--- src/rtl/fetch_stage.sv ---
// rtl/fetch_stage.sv - instruction fetch with one-outstanding imem port and IF/ID register
// Redirect wins over stall and response; a request in flight at redirect is drained via drop_q.
module fetch_stage #(
    parameter int               DATAW     = 32,
    parameter logic [DATAW-1:0] RESET_PC  = 32'h0000_0000,
    parameter logic [DATAW-1:0] NOP_INSTR = 32'h0000_0013
) (
    input  logic             clk,
    input  logic             rst_n,
    output logic             imem_req_valid,
    output logic [DATAW-1:0] imem_req_addr,
    input  logic             imem_req_ready,
    input  logic             imem_resp_valid,
    input  logic [DATAW-1:0] imem_resp_data,
    input  logic             stall,
    input  logic             redirect_valid,
    input  logic [DATAW-1:0] redirect_pc,
    output logic [DATAW-1:0] instr_out,
    output logic [DATAW-1:0] pc_out,
    output logic             instr_valid
);

    typedef enum logic [1:0] {S_REQ, S_WAIT, S_HOLD} state_t;

    state_t           state_q, state_d;
    logic [DATAW-1:0] pc_q, pc_d;
    logic             drop_q, drop_d;
    logic [DATAW-1:0] hold_q, hold_d;
    logic [DATAW-1:0] instr_q, instr_d;
    logic [DATAW-1:0] pc_out_q, pc_out_d;
    logic             valid_q, valid_d;

    always_ff @(posedge clk) begin
        if (!rst_n) begin
            state_q  <= S_REQ;
            pc_q     <= RESET_PC;
            drop_q   <= 1'b0;
            hold_q   <= NOP_INSTR;
            instr_q  <= NOP_INSTR;
            pc_out_q <= '0;
            valid_q  <= 1'b0;
        end else begin
            state_q  <= state_d;
            pc_q     <= pc_d;
            drop_q   <= drop_d;
            hold_q   <= hold_d;
            instr_q  <= instr_d;
            pc_out_q <= pc_out_d;
            valid_q  <= valid_d;
        end
    end

    always_comb begin
        state_d  = state_q;
        pc_d     = pc_q;
        drop_d   = drop_q;
        hold_d   = hold_q;
        pc_out_d = pc_out_q;
        // Stall freezes the IF/ID register; otherwise it decays to a bubble.
        instr_d  = stall ? instr_q : NOP_INSTR;
        valid_d  = stall ? valid_q : 1'b0;

        if (redirect_valid) begin
            instr_d = NOP_INSTR;
            valid_d = 1'b0;
            pc_d    = redirect_pc & ~DATAW'(3);
            unique case (state_q)
                S_REQ: begin
                    if (imem_req_ready) begin
                        state_d = S_WAIT;
                        drop_d  = 1'b1;
                    end
                end
                S_WAIT: begin
                    if (imem_resp_valid) begin
                        state_d = S_REQ;
                        drop_d  = 1'b0;
                    end else begin
                        drop_d  = 1'b1;
                    end
                end
                default: state_d = S_REQ;
            endcase
        end else begin
            unique case (state_q)
                S_REQ: begin
                    if (imem_req_ready) state_d = S_WAIT;
                end
                S_WAIT: begin
                    if (imem_resp_valid) begin
                        if (drop_q) begin
                            drop_d  = 1'b0;
                            state_d = S_REQ;
                        end else if (!stall) begin
                            instr_d  = imem_resp_data;
                            pc_out_d = pc_q;
                            valid_d  = 1'b1;
                            pc_d     = pc_q + DATAW'(4);
                            state_d  = S_REQ;
                        end else begin
                            hold_d  = imem_resp_data;
                            state_d = S_HOLD;
                        end
                    end
                end
                S_HOLD: begin
                    if (!stall) begin
                        instr_d  = hold_q;
                        pc_out_d = pc_q;
                        valid_d  = 1'b1;
                        pc_d     = pc_q + DATAW'(4);
                        state_d  = S_REQ;
                    end
                end
                default: state_d = S_REQ;
            endcase
        end
    end

    assign imem_req_valid = rst_n && (state_q == S_REQ);
    assign imem_req_addr  = pc_q;
    assign instr_out      = instr_q;
    assign pc_out         = pc_out_q;
    assign instr_valid    = valid_q;

endmodule

--- config.mk ---
export PLATFORM = sky130hd
export DESIGN_NAME = fetch_stage
export DESIGN_NICKNAME = d
export VERILOG_FILES = /design/src/rtl/fetch_stage.sv
export SDC_FILE = /design/constraint.sdc
export NUM_CORES = 1
export LEC_CHECK = 0
export CORE_MARGIN = 3
export CORE_UTILIZATION = 37
export DETAILED_ROUTE_END_ITERATION = 8
export GPL_ROUTABILITY_DRIVEN = 1
export PLACE_DENSITY_LB_ADDON = 0.3
export SETUP_SLACK_MARGIN = 0.15
export SYNTH_ARGS = -nofsm -noshare
export SYNTH_HDL_FRONTEND = slang
export SYNTH_SLANG_ARGS = --single-unit
--- constraint.sdc ---
create_clock -name clk -period 1.8 [get_ports clk]
set_input_delay 0.27 -clock clk [delete_from_list [all_inputs] [get_ports clk]]
set_output_delay 0.27 -clock clk [all_outputs]
set_load 0.02 [all_outputs]
==> results.sh <==
export IMPL_required_ns=2.11
export IMPL_setup_viol=5
export IMPL_synth_warnings=0
export IMPL_clkLatencyLatePin_ns=0.42
export IMPL_dp_slack_ns=-0.224
export IMPL_violations="negative setup slack"
export IMPL_drc_errors=0
export IMPL_p_comb_share_pct=14.9
export IMPL_yosysMostFrequentCell="nand2_1"
export IMPL_async_flop_share_pct=0
export IMPL_place_area_um2=7950
export IMPL_start_kind="register"
export IMPL_antenna_found_initial=0
export IMPL_area_growth_pct=68.6
export IMPL_ys_flop_type="dfxtp_1"
export IMPL_fillers=1276
export IMPL_final_util_pct=64.0
export IMPL_totalWireLength_um=20000
export IMPL_fp_dieH_um=131
export IMPL_endpoint_kind="register"
export IMPL_grt_overflow=0
export IMPL_yosysTopAreaCell="dfxtp_1"
export IMPL_fmax_mhz=548
export IMPL_max_cap_violations=0
export IMPL_synth_common_cells="nand2_1, dfxtp_1, a21boi_0"
export IMPL_seq_area_frac_synth_pct=44.4
export IMPL_rows=45
export IMPL_avgSynthCellArea_um2=8.38
export IMPL_grt_start_max_net_pins=76
export IMPL_initial_utilization_pct=37.9
export IMPL_outcome="complete, but fails checks"
export IMPL_grt_pass1_wl_um=28300
export IMPL_dr_pass1_iters=5
export IMPL_cts_inserted_buffers=17
export IMPL_worst_slack_ns=-0.0249
export IMPL_num_nets_final=978
export IMPL_drtAntennaViolNets=0
export IMPL_grtUsageTotal_pct=21.1
export IMPL_root_buffer="clkbuf_16"
export IMPL_synth_area_leaders="dfxtp_1, nand2_1, a21boi_0, a22o_1, o21ai_0"
export IMPL_cts_htree_levels=4
export IMPL_cp_arrival_ns=2.13
export IMPL_cts_sinks=128
export IMPL_period_needed_ns=1.82
export IMPL_switching_share_pct=26.0
export IMPL_gp_congestion=0.801
export IMPL_seqPwrFrac_pct=39.6
export IMPL_p_leak_uw=0.00456
export IMPL_rsz0062_at_grt="true"
export IMPL_cts_tree="built"
export IMPL_dieArea_um2=17100
export IMPL_die_w_um=131
export IMPL_hold_viol=0
export IMPL_min_period_over_period_pct=101
export IMPL_vias=5891
export IMPL_final_area_um2=9720
export IMPL_vias_per_cell=5.33
export IMPL_port_buffers=161
export IMPL_yosysUniqueCellTypes=53
export IMPL_critPathKind="register to register"
export IMPL_p_sw_uw=1960
export IMPL_ios=168
export IMPL_clk_pin_slew_ns=0.06
export IMPL_core_area_um2=15200
export IMPL_p_per_area_nw_per_um2=773
export IMPL_synth_edf_count=0
export IMPL_dp_hpwl_um=11600
export IMPL_max_vdd_ir_drop_mv=0.596
export IMPL_crit_fanout=16
export IMPL_antennaDiodeCount=0
export IMPL_routedWlPerCell_um=18.1
export IMPL_cts_buffer_depth=2
export IMPL_synthCells=688
export IMPL_hp_class="input port to register"
export IMPL_hold_buffers=0
export IMPL_ys_seq_elements=128
export IMPL_internal_power_uw=5560
export IMPL_drv_slew=0
export IMPL_synth_top_area_share_pct=44.4
export IMPL_grt_pass1_vias=5497
export IMPL_finClkSkew_ns=0.00582
export IMPL_clock_power_share_pct=45.6
export IMPL_drive_above_1_share_pct=30.1
export IMPL_syn_area_um2=5770
export IMPL_drtIter0Drc=317
power groups by stage:
stage / registers [uW] / logic (uW) / clock network [uW]
finish: 2980 / 1120 / 3430
global route: 2980 / 1200 / 3600
CTS: 2970 / 943 / 3480
detailed placement: 3040 / 926 / 0
global placement: 3030 / 922 / 0
floorplan: 3110 / 359 / 0
routing by layer:
layer,vias up,GRT usage [%],part of all wire [%],wire length [um]
met3,37,6.50,6.3,1250
li1,2834,-,-,-
met1,2813,25.9,40,7970
met5,-,0,0,0
met2,207,35.1,51,10200
met4,0,7.38,2.6,512
state kept, by name (all words and copies together), names as in the netlist:
| name | count |
|---|---|
| instr_valid | 1 |
| hold_q | 32 |
| drop_q | 1 |
| pc_out | 30 |
| instr_out | 32 |
| state_q | 2 |
| imem_req_addr | 30 |
path summary, 6_finish.rpt:
path | slack, ns | startpoint | endpoint | cells after the start
worst min register to register | 0.45 | hold_q[17]$_SDFFE_PN0P_ | hold_q[17]$_SDFFE_PN0P_ | 2
worst max register to register | -0.02 | state_q[1]$_SDFFE_PN0P_ | hold_q[26]$_SDFFE_PN0P_ | 11
worst min-delay path | 0.32 | rst_n | hold_q[0]$_SDFFE_PN1P_ | 3
worst max-delay path | -0.02 | state_q[1]$_SDFFE_PN0P_ | hold_q[26]$_SDFFE_PN0P_ | 11
through the flow:
step	TNS, ns	hold WS, ns	total power (uW)	cells
global placement	-14.62	0.448	3960	1043
CTS	0	0.336	7400	1086
detailed placement	-17.04	0.455	3960	1043
global route	-3.18	0.339	7780	1105
floorplan	0	0.394	3470	691
finish	-0.0655	0.323	7520	1105
what timing repair did:
action	in CTS	in global routing
resized for setup	124	218
pin swaps	48	76
setup buffers	5	10
setup endpoints to repair	126	167
cloned	6	9
cells in the final DEF (no fill, tap or decap), types with 4 or more instances in the layout:
| master | netlist | final |
|---|---|---|
| a21boi_2 | 0 | 12 |
| clkdlybuf4s50_1 | 0 | 68 |
| nand4_1 | 11 | 11 |
| a21oi_1 | 22 | 19 |
| clkbuf_16 | 0 | 24 |
| o21ai_2 | 0 | 7 |
| nand3_1 | 15 | 9 |
| buf_12 | 0 | 11 |
| conb_1 | 1 | 4 |
| dfxtp_2 | 0 | 11 |
| dfxtp_1 | 128 | 112 |
| o21ai_1 | 0 | 6 |
| a22oi_2 | 0 | 8 |
| nand2_1 | 160 | 108 |
| nand3_2 | 1 | 6 |
| a21boi_1 | 0 | 37 |
| buf_4 | 5 | 45 |
| dlygate4sd2_1 | 0 | 48 |
| buf_6 | 4 | 22 |
| a22oi_1 | 29 | 21 |
| a22o_1 | 29 | 29 |
| buf_16 | 0 | 4 |
| inv_1 | 7 | 4 |
| nand2_4 | 0 | 18 |
| xnor2_1 | 10 | 4 |
| nor2_1 | 37 | 34 |
| xnor2_2 | 0 | 6 |
| dfxtp_4 | 0 | 5 |
| a21boi_0 | 60 | 11 |
| nand2_2 | 0 | 33 |
| xor2_1 | 13 | 13 |
| clkinvlp_4 | 0 | 5 |
| o21ai_0 | 48 | 35 |
| dlymetal6s2s_1 | 0 | 43 |
kinds of logic (layout without fill, tap and decap cells):
| kind of cell | count (synthesis) | after routing | synth area share, % |
|---|---|---|---|
| other cells | 1 | 4 | 0.0650 |
| buf+inv | 63 | 289 | 5.49 |
| flops | 128 | 128 | 44.4 |
| compound gates | 201 | 201 | 24.0 |
| simple gates | 268 | 268 | 21.6 |
| fa+ha+maj | 4 | 4 | 0.868 |
| xor+xnor | 23 | 23 | 3.49 |
layout make-up:
type	instances	area, um^2	area share [%]
Clock buffer	19	453	4.66
Clock inverter	13	139	1.43
Inverter	7	33.8	0.347
Multi-Input combinational cell	500	3520	36.2
Sequential cell	128	2590	26.7
Tap cell	188	235	2.42
Timing Repair Buffer	250	2750	28.3
worst max-delay path, stage by stage, from the launching register on:
cell and delay, ns:
dfxtp_4 0.36, inv_4 0.06, ha_4 0.16, buf_4 0.12
buf_6 0.10, inv_4 0.04, nor3b_4 0.25, buf_4 0.17
nand2_4 0.08, clkbuf_16 0.21, nand2_1 0.08, a21boi_1 0.08
No activity file was read; power rests on OpenSTA's default activity.
